--- src/rtl/sdram_test_seq.sv ---
// sdram_test_seq - SDRAM pattern tester.
// Waits for controller init, writes a selectable pattern to NUM_WORDS
// consecutive word addresses, reads them back and compares. Reports
// pass/fail, a saturating mismatch count and the first failing address.
// Optional build macro SDRAM_SEQ_TIMEOUT_EN adds a cmd_done watchdog that
// aborts the pass after TIMEOUT wait cycles; without it timeout is tied low.
module sdram_test_seq #(
  parameter int                ADDR_W     = 24,
  parameter int                DATA_W     = 16,
  parameter int                NUM_WORDS  = 256,
  parameter logic [ADDR_W-1:0] START_ADDR = '0,
  parameter int                TIMEOUT    = 4096
) (
  input  logic              clk,
  input  logic              rst,
  input  logic              start,
  input  logic [1:0]        mode,
  input  logic              init_comp,
  output logic [3:0]        cmd,
  output logic              cmd_valid,
  output logic [ADDR_W-1:0] cmd_addr,
  output logic [DATA_W-1:0] cmd_wdata,
  input  logic              cmd_done,
  input  logic [DATA_W-1:0] rd_data,
  output logic              busy,
  output logic              done,
  output logic              pass,
  output logic [15:0]       err_count,
  output logic [ADDR_W-1:0] fail_addr,
  output logic              timeout
);

  localparam logic [2:0] S_IDLE      = 3'd0;
  localparam logic [2:0] S_WAIT_INIT = 3'd1;
  localparam logic [2:0] S_WR_REQ    = 3'd2;
  localparam logic [2:0] S_WR_WAIT   = 3'd3;
  localparam logic [2:0] S_RD_REQ    = 3'd4;
  localparam logic [2:0] S_RD_WAIT   = 3'd5;
  localparam logic [2:0] S_DONE      = 3'd6;

  localparam logic [3:0] CMD_NOP   = 4'd0;
  localparam logic [3:0] CMD_WRITE = 4'd1;
  localparam logic [3:0] CMD_READ  = 4'd2;

  localparam logic [15:0]       LFSR_SEED = 16'hACE1;
  localparam logic [ADDR_W-1:0] LAST_IDX  = ADDR_W'(NUM_WORDS - 1);
  localparam int                REP       = DATA_W / 16 + 1;

  logic [2:0]        state;
  logic [1:0]        mode_q;
  logic [ADDR_W-1:0] index;
  logic [15:0]       lfsr;
  logic [15:0]       lfsr_next;
  logic [DATA_W-1:0] exp_data;
  logic [ADDR_W-1:0] cur_addr;
  logic [ADDR_W-1:0] walk_pos;
  logic [DATA_W-1:0] pattern;
  logic              waiting;
  logic              wd_expired;

  assign cur_addr  = START_ADDR + index;
  assign walk_pos  = index % ADDR_W'(DATA_W);
  assign lfsr_next = {1'b0, lfsr[15:1]} ^ (lfsr[0] ? 16'hB400 : 16'h0000);
  assign waiting   = (state == S_WR_WAIT) || (state == S_RD_WAIT);
  assign pass      = done && (err_count == 16'd0) && !timeout;

  // Data word for the current index; reads regenerate the same sequence
  always_comb begin
    pattern = '0;
    case (mode_q)
      2'd0:    pattern = DATA_W'(index);
      2'd1:    pattern = DATA_W'(1) << walk_pos;
      2'd2:    pattern = DATA_W'({REP{lfsr}});
      default: pattern = DATA_W'(cur_addr);
    endcase
  end

`ifdef SDRAM_SEQ_TIMEOUT_EN
  localparam int CNT_W = $clog2(TIMEOUT + 1);

  logic [CNT_W-1:0] wd_cnt;
  logic             timeout_q;

  assign wd_expired = waiting && !cmd_done && (wd_cnt == CNT_W'(TIMEOUT - 1));
  assign timeout    = timeout_q;

  // Watchdog: counts cycles spent waiting for cmd_done, restarts per command
  always_ff @(posedge clk) begin
    if (rst) begin
      wd_cnt    <= '0;
      timeout_q <= 1'b0;
    end else begin
      if (waiting && !cmd_done) wd_cnt <= wd_cnt + CNT_W'(1);
      else                      wd_cnt <= '0;
      if (((state == S_IDLE) || (state == S_DONE)) && start) timeout_q <= 1'b0;
      else if (wd_expired)                                   timeout_q <= 1'b1;
    end
  end
`else
  assign wd_expired = 1'b0;
  assign timeout    = 1'b0;
`endif

  // Main sequencer: write phase, read/compare phase, result hold
  always_ff @(posedge clk) begin
    if (rst) begin
      state     <= S_IDLE;
      mode_q    <= 2'd0;
      cmd       <= CMD_NOP;
      cmd_valid <= 1'b0;
      cmd_addr  <= START_ADDR;
      cmd_wdata <= '0;
      exp_data  <= '0;
      busy      <= 1'b0;
      done      <= 1'b0;
      err_count <= 16'd0;
      fail_addr <= '0;
      index     <= '0;
      lfsr      <= LFSR_SEED;
    end else begin
      case (state)
        S_IDLE, S_DONE: begin
          if (start) begin
            mode_q    <= mode;
            err_count <= 16'd0;
            fail_addr <= '0;
            done      <= 1'b0;
            busy      <= 1'b1;
            index     <= '0;
            lfsr      <= LFSR_SEED;
            state     <= S_WAIT_INIT;
          end
        end
        S_WAIT_INIT: begin
          if (init_comp) state <= S_WR_REQ;
        end
        S_WR_REQ: begin
          cmd       <= CMD_WRITE;
          cmd_valid <= 1'b1;
          cmd_addr  <= cur_addr;
          cmd_wdata <= pattern;
          state     <= S_WR_WAIT;
        end
        S_WR_WAIT: begin
          if (cmd_done) begin
            cmd       <= CMD_NOP;
            cmd_valid <= 1'b0;
            if (index == LAST_IDX) begin
              index <= '0;
              lfsr  <= LFSR_SEED;
              state <= S_RD_REQ;
            end else begin
              index <= index + ADDR_W'(1);
              lfsr  <= lfsr_next;
              state <= S_WR_REQ;
            end
          end else if (wd_expired) begin
            cmd       <= CMD_NOP;
            cmd_valid <= 1'b0;
            busy      <= 1'b0;
            done      <= 1'b1;
            state     <= S_DONE;
          end
        end
        S_RD_REQ: begin
          cmd       <= CMD_READ;
          cmd_valid <= 1'b1;
          cmd_addr  <= cur_addr;
          cmd_wdata <= '0;
          exp_data  <= pattern;
          state     <= S_RD_WAIT;
        end
        S_RD_WAIT: begin
          if (cmd_done) begin
            cmd       <= CMD_NOP;
            cmd_valid <= 1'b0;
            lfsr      <= lfsr_next;
            if (rd_data != exp_data) begin
              if (err_count != 16'hFFFF) err_count <= err_count + 16'd1;
              if (err_count == 16'd0)    fail_addr <= cmd_addr;
            end
            if (index == LAST_IDX) begin
              busy  <= 1'b0;
              done  <= 1'b1;
              state <= S_DONE;
            end else begin
              index <= index + ADDR_W'(1);
              state <= S_RD_REQ;
            end
          end else if (wd_expired) begin
            cmd       <= CMD_NOP;
            cmd_valid <= 1'b0;
            busy      <= 1'b0;
            done      <= 1'b1;
            state     <= S_DONE;
          end
        end
        default: state <= S_IDLE;
      endcase
    end
  end

endmodule

--- config.mk ---
export PLATFORM = sky130hd
export DESIGN_NAME = sdram_test_seq
export DESIGN_NICKNAME = d
export VERILOG_FILES = /design/src/rtl/sdram_test_seq.sv
export SDC_FILE = /design/constraint.sdc
export NUM_CORES = 1
export LEC_CHECK = 0
export BUFFER_PORTS_ARGS = -buffer_cell sky130_fd_sc_hd__buf_2
export CAP_MARGIN = 20
export CORE_MARGIN = 2
export CORE_UTILIZATION = 30
export DETAILED_ROUTE_END_ITERATION = 8
export GPL_TIMING_DRIVEN = 0
export PLACE_DENSITY = 0.46
export SETUP_SLACK_MARGIN = 0.15
export SLEW_MARGIN = 30
export SYNTH_ARGS = -nofsm -noshare
export SYNTH_HDL_FRONTEND = slang
export SYNTH_SLANG_ARGS = --single-unit
export TNS_END_PERCENT = 50
--- constraint.sdc ---
create_clock -name clk -period 2.5 [get_ports clk]
set_clock_uncertainty 0.2 [all_clocks]
set_input_delay 0.125 -clock clk [delete_from_list [all_inputs] [get_ports clk]]
set_output_delay 0.125 -clock clk [all_outputs]
set_load 0.02 [all_outputs]
## Word-level counts from Yosys, hierarchy flattened

Cells that the tools add are included.
Widths: inputs -> output; s select.

- Register bits after elaboration: 148
- Bits of input ports: 23
- Output and inout bits: 89
- Logic and storage cells: 100

- Add/subtract/negate cells: 2
- Equal/unequal tests: 21
- Shifts and indexed selects: 1
- Mux-type cells: 42
- Bitwise gates (word level): 1
- Reduce and logical (&&, ||, !) cells: 20

Operators with widths:

| operator | count |
|---|---|
| $mux 24 | 8 |
| $mux 16 | 9 |
| $pmux 16 s2 | 3 |
| $pmux 24 s3 | 1 |
| $pmux 16 s3 | 1 |
| $pmux 24 s2 | 1 |
| $add 24x1->24 const B | 1 |
| $eq 24x8->1 const B | 1 |
| $pmux 3 s6 | 1 |
| $add 16x1->16 const B | 1 |
| $logic_not 16->1 | 1 |
| $ne 16x16->1 | 1 |
| $ne 16x16->1 const B | 1 |
| $shl 1x4->16 const A | 1 |
| $xor 15x16->16 | 1 |
| $mux 3 | 5 |
| $reduce_and 5->1 | 3 |
| $pmux 4 s3 | 1 |
| $reduce_and 4->1 | 3 |
| $ne 2x1->1 const B | 5 |
| $ne 2x2->1 const B | 5 |
| $eq 3x3->1 const B | 3 |
| $mux 1 | 7 |
| $eq 3x2->1 const B | 2 |
| other kinds (12) | 21 |

## Longest topological paths before layout

Gate-level depths: netlist of the first run.

- Depth in word-level cells: 5
- Gate-level depth with buffers: 10
- Gate-level depth less buffers: 8

## Least setup slack after synthesis of the first run

OpenSTA, ideal clock, no wires.

- Path type: register to register
- From: reg err_count[0]
- To: reg err_count[9]
- Library setup time: 70 ps
- Arrival: 1,868 ps
- Setup slack: 362 ps
- Cell stages (with the launch flop): 8
- Path buffers: 1
- Clock period less this slack: 2,138 ps
- Path through: dfxtp_1 > ha_1 > and2_1 > clkbuf_1 > and3_4 > or3_1 > or3_1 > a21oi_1

- Cells in the longest elaborated chain, start to end: 5
- Elaborated cells between the ends (all ways): 8
- Those cells by class: 1 x add/sub; 2 x eq/ne; 4 x mux; 1 x reduce/logical

RTL lines:

| item | RTL line | source |
|---|---|---|
| start: declaration | 28 | `output logic [15:0] err_count,` |
| start signal: assignment | 179 | `if (err_count != 16'hFFFF) err_count <= err_count + 16'd1;` |
| $add 16x1->16 | 179 |  |
| $mux 16 | 179 |  |
| $mux 16 | 178 | `if (rd_data != exp_data) begin` |
| $mux 16 | 174 | `if (cmd_done) begin` |
| $pmux 16 s2 | 121 | `case (state)` |

Several ways; a longest one is shown, not always the timed one. The select of a mux whose other input is x is not followed.
A chain may end at the register's enable or synchronous reset.

## Final worst setup path of the first run

- From: reg index[1]
- To: reg lfsr[12]

- Cells in the longest elaborated chain, start to end: 4

RTL lines:

| item | RTL line | source |
|---|---|---|
| start: declaration | 51 | `logic [ADDR_W-1:0] index;` |
| start signal: assignment | 153 | `index <= index + ADDR_W'(1);` |
| start signal: assignment | 187 | `index <= index + ADDR_W'(1);` |
| $eq 24x8->1 | 148 | `if (index == LAST_IDX) begin` |
| $mux 16 | 148 |  |
| $mux 16 | 145 | `if (cmd_done) begin` |
| $pmux 16 s3 | 121 |  |
| end signal: assignment | 154 | `lfsr <= lfsr_next;` |
| end signal: assignment | 177 | `lfsr <= lfsr_next;` |
| end: declaration | 52 | `logic [15:0] lfsr;` |

No other way between the ends. The select of a mux whose other input is x is not followed.

==> results.yml, run 1 <==
run_status:
  status: "completed"
yosys:
  synth_top_area_share_pct: 43.4
  syn_inst: 821
  syn_area_sq_mm: 0.00673
  synthAdderAreaFrac_pct: 1.86
  synth_top_family_by_area: "simple AND/OR/NAND/NOR gates"
  ys_seq_area_share_pct: 43.4
  synth_xor_area_share_pct: 5.33
  synth_area_leaders: "dfxtp_1 (43%), nand2_1 (7.3%), a21oi_1 (6.5%)"
  synth_seq_cells: 146
  yosys-top-cells-count: "dfxtp_1 (146), nand2_1 (131), a21oi_1 (87), nor2_1 (71), nand3_1 (42)"
  ys_types: 62
  ys.flop_type: "dfxtp_1"
  synth-simple-area-share_pct: 26.1
  ys_warn_count: 0
  synth_top_cell_by_area: "dfxtp_1"
  synthMuxAreaShare_pct: 0.502
  synth_compound_area_share_pct: 17.6
  avgSynthCellArea_sq_um: 8.20
  synth_edf_count: 0
  synthMostInstantiatedCell: "dfxtp_1"
  synthArstFlopShare_pct: 0
floorplanning:
  rows: 54
  core_area_sq_mm: 0.0220
  pin_count: 112
  die_w_um: 154
  start_util_pct: 30.7
  die_area_sq_mm: 0.0237
  fp.dieH_um: 154
sta:
  final-max-slew-violation-count: 0
  rsz0062_at_grt: "yes"
  hold_violations: 0
  fin_ws_ns: 0.192
  period_minus_slack_ns: 2.31
  worst_pin_slew_ns: 0.622
  max_clock_freq_mhz: 433
  timing.hold.ws_ns: 0.0358
  finalSetupViolations: 0
  min_period_over_period_pct: 92.3
  max_slew_margin_pct: 58.5
power_and_ir_drop:
  power_density_mw_per_mm2: 633
  p_leak_nw: 3.07
  peakVddDrop_mv: 0.392
  p_clk_share_pct: 48.1
  p_sw_share_pct: 27.3
  finalPower_mw: 5.38
  intPower_mw: 3.91
  comb_power_share_pct: 8.1
  p_seq_share_pct: 43.8
  p_sw_mw: 1.47
setup_path:
  worst-path-max-fanout: 9
  worstPathArrival_ns: 2.41
  critPathTopFamily: "compound AO/OA/AOI/OAI gates"
  crit_required_ns: 2.60
  slowest_delay_ns: 0.38
  path_class: "reg -> reg"
  critPathCaptureType: "flop"
  worstSetupStartpointType: "flop"
  critPathSlowestCell: "dfxtp_2"
  cp_num_buf_inv: 1
  path_cells: "ha_2 -> and2_2 -> nand2_2 -> o311ai_4 -> a21o_1 -> buf_2 -> a2bb2oi_1 -> nor2_1"
layout:
  regArea_sq_mm: 0.00294
  stdcell_area_sq_mm: 0.00851
  nets: 995
  diodes: 0
  drive_above_1_share_pct: 22.5
  fillers: 2325
  synthToLayoutAreaGrowth_pct: 26.4
  multi_input_area_sq_mm: 0.00360
  final_util_pct: 38.7
global_route:
  grt_pass1_wl_mm: 34.1
  busiest_layer: "met2"
  grt_start_max_net_pins: 17
  grt_pass1_vias: 6001
  met3_usage_pct: 4.11
  grtUsageMet1_pct: 26.2
  grt-ovfl-total: 0
  antenna_found_initial: 0
  track_usage_pct: 18.3
  met2_usage_pct: 27.3
clock_tree:
  cts_tree: "built"
  clk_pin_slew_ns: 0.07
  htree_num_levels: 4
  cts_buffers: 17
  cts-root-buf: "clkbuf_16"
  worstSkewPairLatency_ns: 0.44
  clock-sinks: 146
  clk_path_buf_depth: 2
worst_hold_path:
  hp-class: "in -> reg"
run:
  drv_cap: 0
placed_design:
  preCtsSetupSlack_ns: -0.0144
  dpl_cell_area_sq_mm: 0.00763
  gp_congestion: 0.873
  io_buffers: 108
  dp_hpwl_mm: 15.7
drt:
  wl_per_cell_um: 16.9
  vias_per_cell: 5.05
  drtAntennaViolNets: 0
  drtPass1Iterations: 5
  drt_iter0_drc: 416
  vias: 6339
  post-route-drc-count: 0
  finalWirelength_mm: 21.2
==> final cells by class <==
class                      instances  share of cell area (%)
sequential                       146                    34.5
inverter                          16                   0.706
multi-input combinational        603                    42.4
buffer                            58                    3.79
timing repair buffer             120                    7.56
clock buffer                      17                    5.00
clock inverter                    15                    1.96
tap                              280                    4.12
==> worst reg2reg max path: cells and delay by family (launching register included) <==
kind | cells | cell delay, ns
simple gates | 3 | 0.41
flops | 1 | 0.38
fa+ha+maj | 1 | 0.23
compound gates | 3 | 0.73
buf+inv | 1 | 0.22
==> cell usage in the layout (no fill, tap or decap), drive strengths merged, types with 5 or more instances in the layout <==
cell / n
nand2b: 29
a32oi: 12
inv: 24
o22ai: 10
nand3: 43
nand2: 132
dfxtp: 146
a22oi: 27
nand4: 14
or3: 11
nor4: 12
o21ai: 33
ha: 10
buf: 138
dlygate4sd3: 6
clkbuf: 51
nor2: 72
and2: 5
and4: 5
a21oi: 87
xnor2: 38
or4: 7
nor3: 15
==> per-stage QoR <==
step | std cells | TNS, ns
finish | 1255 | 0
CTS | 1250 | 0
detailed placement | 1211 | -0.203
global route | 1255 | 0
floorplan | 823 | 0
global placement | 1211 | -0.634
==> state kept, by name, indices dropped and copies added (netlist names), 2 cells and up <==
register and flops:
cmd 2, mode_q 2, exp_data 16, lfsr 16, state 3, index 24, cmd_addr 24, fail_addr 24
err_count 16, cmd_wdata 16
==> power by group through the flow <==
stage	clock (mW)	combinational (mW)	sequential, mW
after floorplan	0	0.258	2.41
after global placement	0	0.400	2.41
after detailed placement	0	0.397	2.41
after CTS	2.65	0.413	2.35
after global routing	2.76	0.477	2.36
final	2.59	0.437	2.36
==> worst paths after layout <==
kind	start	endpoint	slack, ns	depth (start not counted)
max reg2reg	index[1]	lfsr[12]	0.19	8
min reg2reg	done	done	0.26	2
min	rst	index[5]	0.04	4
max	index[1]	lfsr[12]	0.19	8
==> routing by layer <==
metal / routed length (um) / vias up
met1: 10500 / 2955
met2: 9220 / 189
met3: 1050 / 31
li1: - / 3164
met5: 0 / -
met4: 459 / 0
==> kinds of logic (layout without fill, tap and decap cells) <==
logic type,Yosys count,count (layout)
simple gates,357,357
compound gates,189,189
flops,146,146
buf+inv,74,226
xor+xnor,41,41
fa+ha+maj,10,10
mux,3,3
other cells,1,3
==> repair_timing <==
action,4_1_cts,5_1_grt
resized for setup,16,47
pin swaps,4,9
hold buffers,6,0
setup buffers,1,4
endpoints found under the hold margin,7,0
gates cloned,0,1
setup endpoints to repair,61,106
No activity file was read; power rests on OpenSTA's default activity.
==> run 2: changes to the inputs <==
--- a/config.mk
+++ b/config.mk
@@ -11,6 +11,7 @@
 export CORE_UTILIZATION = 30
 export DETAILED_ROUTE_END_ITERATION = 8
 export GPL_TIMING_DRIVEN = 0
+export MAX_ROUTING_LAYER = met4
 export PLACE_DENSITY = 0.46
 export SETUP_SLACK_MARGIN = 0.15
 export SLEW_MARGIN = 30
==> results.yml, run 2 (synthesis results as in run 1) <==
layout:
  final_util_pct: 39.0
  synthToLayoutAreaGrowth_pct: 27.3
  nets: 998
  mostFrequentLayoutCell: "dfxtp_1"
  drive_above_1_share_pct: 23.1
  top_regs: "cmd_addr x24, fail_addr x24, index x24"
  diodes: 0
  layout_common_cells: "dfxtp_1 (133), nand2_1 (129), buf_2 (117)"
placed_design:
  preCtsSetupSlack_ns: -0.0144
  dp_hpwl_mm: 15.7
  io_buffers: 108
  gp_congestion: 0.887
setup_path:
  path_cells: "ha_4 -> and2_2 -> nand2_2 -> o311ai_4 -> nand2_4 -> a31oi_4 -> buf_4 -> nor2_1"
  crit_required_ns: 2.62
  cp_num_buf_inv: 1
  slowest_delay_ns: 0.39
  worstSetupStartpointType: "flop"
  critPathSlowestCell: "dfxtp_2"
  worstPathArrival_ns: 2.41
  path_class: "reg -> reg"
  critPathCaptureType: "flop"
  critPathTopFamily: "compound AO/OA/AOI/OAI gates"
  worst-path-max-fanout: 6
clock_tree:
  clk_pin_slew_ns: 0.07
  htree_num_levels: 4
  clk_path_buf_depth: 2
  cts-root-buf: "clkbuf_16"
  cts_buffers: 17
  cts_tree: "built"
  worstSkewPairLatency_ns: 0.44
  clock-sinks: 146
sta:
  min_period_over_period_pct: 91.5
  period_minus_slack_ns: 2.29
  max_slew_margin_pct: 56.9
  fin_ws_ns: 0.213
  hold_violations: 0
  worst_pin_slew_ns: 0.646
  rsz0062_at_grt: "yes"
  finalSetupViolations: 0
  final-max-slew-violation-count: 0
  max_clock_freq_mhz: 437
  totalNegativeSetupSlack_ns: 0
  timing.hold.ws_ns: 0.0370
drt:
  vias: 6368
  vias_per_cell: 5.06
  drtAntennaViolNets: 0
  finalWirelength_mm: 21.3
  wl_per_cell_um: 16.9
  post-route-drc-count: 0
  drtPass1Iterations: 4
  drt_iter0_drc: 381
global_route:
  met2_usage_pct: 27.2
  track_usage_pct: 18.8
  grt_pass1_wl_mm: 34.1
  grt_pass1_vias: 5971
  busiest_layer: "met2"
  grt-ovfl-total: 0
  grtUsageMet1_pct: 26.4
  antenna_found_initial: 0
  grt_start_max_net_pins: 17
  met3_usage_pct: 4.00
floorplanning:
  core_area_sq_mm: 0.0220
  pin_count: 112
  die_area_sq_mm: 0.0237
  fp.dieH_um: 154
  die_w_um: 154
  rows: 54
  start_util_pct: 30.7
worst_hold_path:
  hp-class: "in -> reg"
power_and_ir_drop:
  power_density_mw_per_mm2: 629
  p_leak_nw: 3.10
  peakVddDrop_mv: 0.392
  finalPower_mw: 5.39
run_status:
  status: "completed"
run:
  drv_cap: 0
run 2: cell count changes in the layout (fill, tap and decap cells not counted), sizes merged:
cell | before | now
clkbuf | 51 | 54
run 2: path summary, 6_finish.rpt:
path / from / to / slack [ns] / cells past startpoint
max reg2reg: index[1] / index[17] / 0.21 / 8
min: rst / err_count[15] / 0.04 / 4
max: index[1] / index[17] / 0.21 / 8
min reg2reg: done / done / 0.26 / 2
run 2: what timing repair did:
action / in CTS / in global routing
setup endpoints to repair: 61 / 106
endpoints found under the hold margin: 7 / 0
pin swaps: 4 / 18
hold buffers: 6 / 0
buffers inserted: 1 / 4
gates cloned: 0 / 4
gates resized for setup: 16 / 54
run 2: worst reg2reg max path, stage by stage (launching register included):
cell and delay, ns:
dfxtp_2 0.39, ha_4 0.17, and2_2 0.21, nand2_2 0.14, o311ai_4 0.37, nand2_4 0.09
a31oi_4 0.34, buf_4 0.22, nor2_1 0.05
run 2: stage by stage:
step,instance area [sq um],std cells
after floorplan,6740,823
after global placement,7630,1211
after detailed placement,7630,1211
after CTS,8340,1250
after global routing,8570,1258
final,8570,1258
run 2: final cells by class:
class / count / area [sq um]
Timing Repair Buffer: 123 / 687
Multi-Input combinational cell: 603 / 3620
Clock inverter: 15 / 166
Tap cell: 280 / 350
Clock buffer: 17 / 425
Sequential cell: 146 / 2940
Fill cell: 2318 / 13400
Buffer: 58 / 325
Inverter: 16 / 60.1
run 2: layer usage:
metal  vias up  part of all wire (%)  wire (um)
li1       3178                     -          -
met5         -                     0          0
met4         0                   2.0        433
met2       185                    44       9400
met1      2978                    49      10500
met3        27                   4.8       1030
run 2: power breakdown:
group	total [mW]	switching [mW]	internal (mW)
sequential	2.36	0.0169	2.34
clock	2.58	1.16	1.42
combinational	0.452	0.289	0.163
total	5.39	1.47	3.92
